`config.mk`:
```
export PLATFORM = sky130hd
export DESIGN_NAME = cmp_eqge_serial
export DESIGN_NICKNAME = d
export VERILOG_FILES = /design/src/rtl/cmp_eqge_serial.sv
export SDC_FILE = /design/constraint.sdc
export NUM_CORES = 1
export LEC_CHECK = 0
export BUFFER_PORTS_ARGS = -buffer_cell sky130_fd_sc_hd__buf_2
export CORE_ASPECT_RATIO = 0.75
export CORE_UTILIZATION = 46
export CTS_CLUSTER_DIAMETER = 40
export DETAILED_ROUTE_END_ITERATION = 12
export GPL_TIMING_DRIVEN = 0
export PLACE_DENSITY = 0.69
export SYNTH_ARGS = -nofsm -noshare
export SYNTH_HDL_FRONTEND = slang
export SYNTH_SLANG_ARGS = --single-unit
```
`constraint.sdc`:
```
create_clock -name clk_i -period 5.7 [get_ports clk_i]
set_clock_uncertainty 0.1 [all_clocks]
set_input_delay 0 -clock clk_i [delete_from_list [all_inputs] [get_ports clk_i]]
set_output_delay 0 -clock clk_i [all_outputs]
set_load 0.03 [all_outputs]
```
`src/rtl/cmp_eqge_serial.sv`:
```
// Digit-serial unsigned comparator (eq = a==b, ge = a>=b), MSB-first, DIGIT bits/cycle.
// Define CMP_SERIAL_EARLY_EXIT_EN to stop at the first differing digit; else constant time.
module cmp_eqge_serial #(
   parameter int WIDTH = 32,
   parameter int DIGIT = 4
) (
   input  logic             clk_i,
   input  logic             rst_ni,
   input  logic             in_valid_i,
   output logic             in_ready_o,
   input  logic [WIDTH-1:0] a_i,
   input  logic [WIDTH-1:0] b_i,
   output logic             out_valid_o,
   input  logic             out_ready_i,
   output logic             eq_o,
   output logic             ge_o
);

   localparam int N  = (WIDTH + DIGIT - 1) / DIGIT;
   localparam int PW = N * DIGIT;
   localparam int CW = (N > 1) ? $clog2(N) : 1;

   typedef enum logic [1:0] {
      IDLE,
      SCAN,
      DONE
   } state_t;

   state_t          state_q;
   logic [PW-1:0]   a_q;
   logic [PW-1:0]   b_q;
   logic [CW-1:0]   cnt_q;
   logic [PW-1:0]   sa;
   logic [PW-1:0]   sb;
   logic [DIGIT-1:0] da;
   logic [DIGIT-1:0] db;
   logic            dif;
   logic            gt;
   logic            last;

`ifndef CMP_SERIAL_EARLY_EXIT_EN
   logic            dec_q;
   logic            gt_q;
`endif

   // Current digit is selected by shifting it down to the LSBs.
   always_comb begin
      sa   = a_q >> (cnt_q * DIGIT);
      sb   = b_q >> (cnt_q * DIGIT);
      da   = sa[DIGIT-1:0];
      db   = sb[DIGIT-1:0];
      dif  = (da != db);
      gt   = (da > db);
      last = (cnt_q == '0);
   end

   always_ff @(posedge clk_i or negedge rst_ni) begin
      if (!rst_ni) begin
         state_q     <= IDLE;
         in_ready_o  <= 1'b1;
         out_valid_o <= 1'b0;
         eq_o        <= 1'b0;
         ge_o        <= 1'b0;
         cnt_q       <= '0;
         a_q         <= '0;
         b_q         <= '0;
`ifndef CMP_SERIAL_EARLY_EXIT_EN
         dec_q       <= 1'b0;
         gt_q        <= 1'b0;
`endif
      end else begin
         unique case (state_q)
            IDLE: begin
               if (in_valid_i && in_ready_o) begin
                  a_q        <= PW'(a_i);
                  b_q        <= PW'(b_i);
                  cnt_q      <= CW'(N - 1);
                  in_ready_o <= 1'b0;
                  state_q    <= SCAN;
`ifndef CMP_SERIAL_EARLY_EXIT_EN
                  dec_q      <= 1'b0;
                  gt_q       <= 1'b0;
`endif
               end
            end
            SCAN: begin
`ifdef CMP_SERIAL_EARLY_EXIT_EN
               if (dif) begin
                  eq_o        <= 1'b0;
                  ge_o        <= gt;
                  out_valid_o <= 1'b1;
                  state_q     <= DONE;
               end else if (last) begin
                  eq_o        <= 1'b1;
                  ge_o        <= 1'b1;
                  out_valid_o <= 1'b1;
                  state_q     <= DONE;
               end else begin
                  cnt_q <= cnt_q - 1'b1;
               end
`else
               // First differing digit decides; later digits are ignored.
               if (!dec_q && dif) begin
                  dec_q <= 1'b1;
                  gt_q  <= gt;
               end
               if (last) begin
                  out_valid_o <= 1'b1;
                  state_q     <= DONE;
                  if (dec_q) begin
                     eq_o <= 1'b0;
                     ge_o <= gt_q;
                  end else if (dif) begin
                     eq_o <= 1'b0;
                     ge_o <= gt;
                  end else begin
                     eq_o <= 1'b1;
                     ge_o <= 1'b1;
                  end
               end else begin
                  cnt_q <= cnt_q - 1'b1;
               end
`endif
            end
            DONE: begin
               if (out_ready_i) begin
                  out_valid_o <= 1'b0;
                  in_ready_o  <= 1'b1;
                  state_q     <= IDLE;
               end
            end
            default: begin
               out_valid_o <= 1'b0;
               in_ready_o  <= 1'b1;
               state_q     <= IDLE;
            end
         endcase
      end
   end

endmodule

```
==> metrics.txt, run 1 <==
slew of the pin with the lowest slew margin=1000 ps; I/O pin count=~70; overall die height=slightly below 80 um; GRT Total Usage=0.249; Via density=4.90; Vias=3025; fin cells=a little over 600; clock sink total=75; Synth Register Bits=75; Worst-path clk slew=roughly 80 ps; worst endpoint required time=around 5900 ps; CTS H-tree depth=3; power per cell area=434 nW/um^2; critical path's largest stage delay=630 ps; number of buffers added on ports=71; Max Clk Rate=0.389 GHz; Peak VDD IR=about 0.22 mV; clk_lat worst skew=~350 ps; clock root cell=clkbuf_8; Post-Syn Area per Cell=between 9 and 10 sq um; status=finished clean; first-pass GRT wire length=roughly 15000 um; Crit path buffers/inverters=1; # setup viols final=0; Post-synth EDFFs=0; commonest cells in the netlist=nand2_1, dfrtp_1, mux4_2; starting density of the core=0.476; Final Net Count=586; Min-Delay Path Class=in -> reg; Post-CTS Setup Inserts=0; WP data arrival=2730 ps; CP Launch Type=flop; sequential area share after synthesis=0.536; CP endpoint kind=flop; Final Wtd Congestion=roughly 0.77; syn_nets=around 440; Slew headroom=0.331; Post-DRT Antenna Nets=0; worst r2r src=cnt_q[0]$_DFFE_PN0P_; Starting DRT DRC Count=130; top cell family by delay on the critical path=multiplexers; detailed placement HPWL=5730 um; die width=103 um; initial antenna violation count=0; Reg area=about 1900 sq um; Cell Count Post-Placement=534; row count=27; Syn. warnings=0; synthesized cell area=between 3000 and 4000 sq um; static leakage=2.58 nW; multi-input logic area=~1500 sq um; filler cell count=576; CTS tree=yes; worst hold start=in_valid_i; critical path class=reg -> reg; largest net degree at the start of global routing=53; Post-Route WL=between 9000 and 10000 um; max-capacitance violation count=0; RSZ-0062 raised after global routing=no; post-cts resize count=0; fraction of registers with async set/reset=1.00; total CTS buffers=9; setup TNS=0 ps; DRC violations left=0; Antenna diodes=0; total gr overflow=0; drt wl/cell=between 10 and 15 um; Synth area leaders=dfrtp_1, nand2_1, mux4_2; max-slew violations=0; share of cells above drive strength 1=0.229; Synth top area share=0.528; maximum clock insertion buffer count=2; Area Growth Syn to Fin=39.1%; CP max FO=9; vias in the first global route=between 3k and 4k; cell mode on critical path=nor2b_1; Crit-path slowest cell=mux4_1; fin crit share=0.451; Critical path origin=cnt_q[0]$_DFFE_PN0P_; most frequent cell after synthesis=nand2_1; Fin. Hold Viols=0; synth unique cells=27; ys flop type=dfrtp_1; CP Cell Sequence=buf_6, mux4_1, mux2_2, ha_1, nand4_1, nor2b_1, nor2b_1, a21oi_1; CORE AREA=roughly 7400 sq um; Final Critical Period=2570 ps; DIE AREA=roughly 8000 sq um; post-synthesis cell count=roughly 360; leading area contributor after synthesis=dfrtp_1; drt pass-1 iters=4
[timing repair]
| action | in CTS | in global routing |
|---|---|---|
| setup endpoints to repair | 0 | 0 |
| hold buffers | 68 | 0 |
| endpoints found under the hold margin | 142 | 0 |
[through the flow]
| step | instance area, sq um | power [mW] | worst slack (ps) | util | hold WS, ps |
|---|---|---|---|---|---|
| 2_1_floorplan | 3510 | 1.48 | 3450 | - | -396 |
| 3_3_place_gp | 3990 | 1.66 | 3210 | 0.541 | 89.7 |
| 3_5_place_dp | 4020 | 1.70 | 3150 | 0.546 | -173 |
| 4_1_cts | 4880 | 2.12 | 3120 | 0.662 | 31.8 |
| 5_1_grt | 4880 | 2.27 | 3020 | 0.662 | 66.3 |
| 6_report | 4880 | 2.12 | 3130 | 0.662 | 58.4 |
[sequential cells by signal (all words and copies together) (netlist names), 2 cells and up]
name	cells
state_q	2
a_q	32
b_q	32
cnt_q	3
[worst reg2reg max path, delay by kind of cell (launching register included)]
family	cells	cell delay (ps)
multiplexers	2	950
AND/OR/NAND/NOR	3	430
flip-flops	1	350
adder cells (fa/ha/maj)	1	310
buffers and inverters	1	170
AO/OA/AOI/OAI	1	160
[layout make-up]
class | count | area share
plain buffers | 19 | 0.0244
clock buffers | 13 | 0.0346
clock inverters | 2 | 0.00205
inverters | 3 | 0.00231
multi-input cells | 264 | 0.307
flip-flops and latches | 75 | 0.385
well taps | 101 | 0.0259
repair buffers | 140 | 0.219
[path summary, 6_finish.rpt]
kind	cells past startpoint	slack, ps	to
min in group asynchronous	2	80	in_ready_o$_DFFE_PN1P_
max in group asynchronous	3	4010	out_valid_o$_DFFE_PN0P_
hold reg to reg	2	370	b_q[8]$_DFFE_PN0P_
hold / removal	3	60	state_q[0]$_DFFE_PN0P_
setup reg to reg	8	3130	ge_o$_DFFE_PN0P_
setup / recovery	8	3130	ge_o$_DFFE_PN0P_
[routing by layer]
layer	global-route usage	vias up	wire [um]
li1	-	1465	-
met1	0.331	1470	4160
met2	0.400	79	4390
met3	0.0694	11	440
met4	0.0676	0	70
met5	0	-	0
[placed cells by master, fill, tap and decap left out, types with 4 or more instances in the layout]
master,count
nand2_1,203
nor2_1,5
dlygate4sd3_1,68
ha_1,6
buf_2,78
mux2i_1,6
clkbuf_8,12
mux4_2,10
dfrtp_1,74
buf_4,7
mux4_1,6
clkbuf_1,4
nor2b_1,4
a21oi_1,5
mux2_2,4
[where the power goes]
part	total, mW	internal [mW]	switching, mW
clock network	0.378	0.190	0.188
registers	0.910	0.775	0.135
logic	0.829	0.433	0.396
total	2.12	1.40	0.718
[cell families after synthesis]
logic type                 after synthesis  share of synthesized area
AOI/OAI and AO/OA                       11                     0.0186
buffers and inverters                   22                     0.0371
DFF                                     75                      0.536
adders and majority gates                6                     0.0214
and+or+nand+nor                        221                      0.248
muxes                                   26                      0.139
(Power assumes the default switching activity.)
==> run 2, diff against run 1 <==
- PLACE_DENSITY: 0.69 -> 0.71
- clock period: 5.7 -> 2.3 ns (I/O delays scaled with it)
==> run 2 against run 1 <==
Net effect:
- the flow now finishes with violations (setup timing)
- combinational power grew to 3.2 times the previous value
- non-clock buffer count increased by 3
- register-to-register slack lost 3300 ps
- clock power rose to 2.7 times the previous value
- wire length grew 3.4%
- die area stayed put
- final cell count is 0.65% higher
- sequential power increased to 2.5 times the previous value
- critical path type unchanged
==> metrics.txt, run 2 (synthesis results as in run 1) <==
Total Power=5.96 mW (was 2.12 mW); Final Critical Period=2490 ps (was 2570 ps); Fin. Hold Viols=0 (unchanged); clock root cell=clkbuf_8 (unchanged); WP data arrival=2630 ps (was 2730 ps); Starting DRT DRC Count=116 (was 130); reg-to-reg setup timing slack=-190 ps (was 3130 ps); failing checks=setup timing; status=finished, violations left (was finished clean); starting density of the core=0.476 (unchanged); max-capacitance violation count=0 (unchanged); row count=27 (unchanged); worst endpoint required time=2450 ps (was 5860 ps); setup TNS=-620 ps (was 0 ps); fin cells=621 (was 617); worst r2r src=cnt_q[0]$_DFFE_PN0P_ (unchanged); overall die height=77.6 um (unchanged); met2 routed WL=4490 um (was 4390 um); Crit-path slowest cell=mux4_2 (was mux4_1); DRC violations left=0 (unchanged); highest metal used=met4 (unchanged); Placement Cell Area=4020 sq um (unchanged); Worst Hold Depth=3 (unchanged); fin crit share=1.08 (was 0.451); CP Launch Type=flop (unchanged); Vias=3064 (was 3025); Worst-path clk slew=70 ps (was 80 ps); design area=5040 sq um (was 4880 sq um); max-slew violations=0 (unchanged); met1 wire length=4160 um (about the same); worst setup margin=-186 ps (was 3130 ps); CP Cell Sequence=buf_12, mux4_2, mux2_4, ha_4, nand4_1, buf_4, o31ai_1 (was buf_6, mux4_1, mux2_2, ha_1, nand4_1, nor2b_1, nor2b_1, a21oi_1); total CTS buffers=9 (unchanged); first-pass GRT wire length=15300 um (was 14600 um); Crit path buffers/inverters=2 (was 1); slew of the pin with the lowest slew margin=527 ps (was 1000 ps); CP endpoint kind=flop (unchanged); Hold Crit Endpoint=state_q[0]$_DFFE_PN0P_ (unchanged); initial antenna violation count=0 (unchanged); power per cell area=1180 nW/um^2 (was 434 nW/um^2); Final Wtd Congestion=0.769 (was 0.767); Area Growth Syn to Fin=43.6% (was 39.1%); CORE AREA=7360 sq um (unchanged); die width=103 um (unchanged); most frequent cells in the layout=nand2_1, buf_2, dfrtp_1 (unchanged); drt pass-1 iters=4 (unchanged); hold_ws=17.2 ps (was 58.4 ps); largest net degree at the start of global routing=46 (was 53); static leakage=2.61 nW (was 2.58 nW); maximum clock insertion buffer count=2 (unchanged); RSZ-0062 raised after global routing=yes (was no); R2R Path End=eq_o$_DFFE_PN0P_ (was ge_o$_DFFE_PN0P_); # setup viols final=4 (was 0); detailed placement HPWL=5690 um (was 5730 um); CP max FO=6 (was 9); Cell Count Post-Placement=534 (unchanged); worst hold start=in_valid_i (unchanged); Antenna diodes=0 (unchanged); critical path class=reg -> reg (unchanged); GRT Total Usage=0.261 (was 0.249); WL met3=559 um (was 440 um); vias in the first global route=3241 (was 3029); share of cells above drive strength 1=0.267 (was 0.229); clk_lat worst skew=360 ps (was 350 ps); commonest non-fill, non-tap cell in the layout=nand2_1 (unchanged); Slew headroom=0.648 (was 0.331); Final Net Count=589 (was 586); DIE AREA=7980 sq um (unchanged); largest registers=a_q x32, b_q x32, cnt_q x3 (unchanged); Min-Delay Path Class=in -> reg (unchanged); Util after Layout=0.684 (was 0.662); clock sink total=75 (unchanged); Worst R2R Path Depth=7 (was 8); worst slack, placed=-212 ps (was 3150 ps); CTS H-tree depth=3 (unchanged); drt wl/cell=15.1 um (was 14.7 um); Peak VDD IR=0.482 mV (was 0.224 mV); Post-Route WL=9360 um (was 9060 um); Max Clk Rate=0.402 GHz (was 0.389 GHz); Post-DRT Antenna Nets=0 (unchanged); number of buffers added on ports=71 (unchanged); critical path's largest stage delay=520 ps (was 630 ps); top cell family by delay on the critical path=multiplexers (unchanged); CTS tree=yes (unchanged); total gr overflow=0 (unchanged); I/O pin count=72 (unchanged); Via density=4.93 (was 4.90)
## run 2: changes by cell type in the layout (fill, tap and decap cells not counted), sizes merged
cell         before  now
dlygate4sd3      68   67
clkinv            2    5
clkbuf           16   13
bufinv            0    1
buf              88   92
## run 2: cell type report
cell class	instances	area, sq um
inverter	3	11.3
timing repair buffer	143	1130
clock inverter	6	66.3
fill	590	2330
multi-input combinational	264	1560
buffer	19	140
sequential	75	1880
tap	101	126
clock buffer	10	128
## run 2: metal layers
layer / up-vias / GRT usage
met2: 102 / 0.419
met1: 1478 / 0.348
met4: 0 / 0.0690
met5: - / 0
li1: 1466 / -
met3: 18 / 0.0739
## run 2: how the worst max path moves through the flow
stage,startpoint,to,slack (ps),depth (start not counted)
3_5_place_dp,cnt_q[0]$_DFFE_PN0P_,gt_q$_DFFE_PN0P_,-210,8
4_1_cts,cnt_q[0]$_DFFE_PN0P_,gt_q$_DFFE_PN0P_,-170,8
2_1_floorplan,cnt_q[0]$_DFFE_PN0P_,gt_q$_DFFE_PN0P_,50,8
6_report,cnt_q[0]$_DFFE_PN0P_,eq_o$_DFFE_PN0P_,-190,7
5_1_grt,cnt_q[0]$_DFFE_PN0P_,gt_q$_DFFE_PN0P_,-270,8
3_3_place_gp,cnt_q[1]$_DFFE_PN0P_,gt_q$_DFFE_PN0P_,-200,9
## run 2: where the power goes
group          total (mW)  switching (mW)  internal [mW]
clock                1.01           0.507          0.503
combinational        2.67            1.19           1.48
sequential           2.28           0.361           1.92
total                5.96            2.06           3.90
## run 2: worst min-delay path, stage by stage
cell and delay [ps]:
buf_2 110, nand4bb_1 150, o21ai_1 140
## run 2: what timing repair did
| action | 4_1_cts | 5_1_grt |
|---|---|---|
| cloned | 2 | 0 |
| gates resized for setup | 23 | 6 |
| endpoints found under the setup margin | 4 | 4 |
| hold buffers | 67 | 0 |
| pin swaps | 2 | 2 |
| hold endpoints to repair | 142 | 0 |
| setup buffers | 1 | 1 |
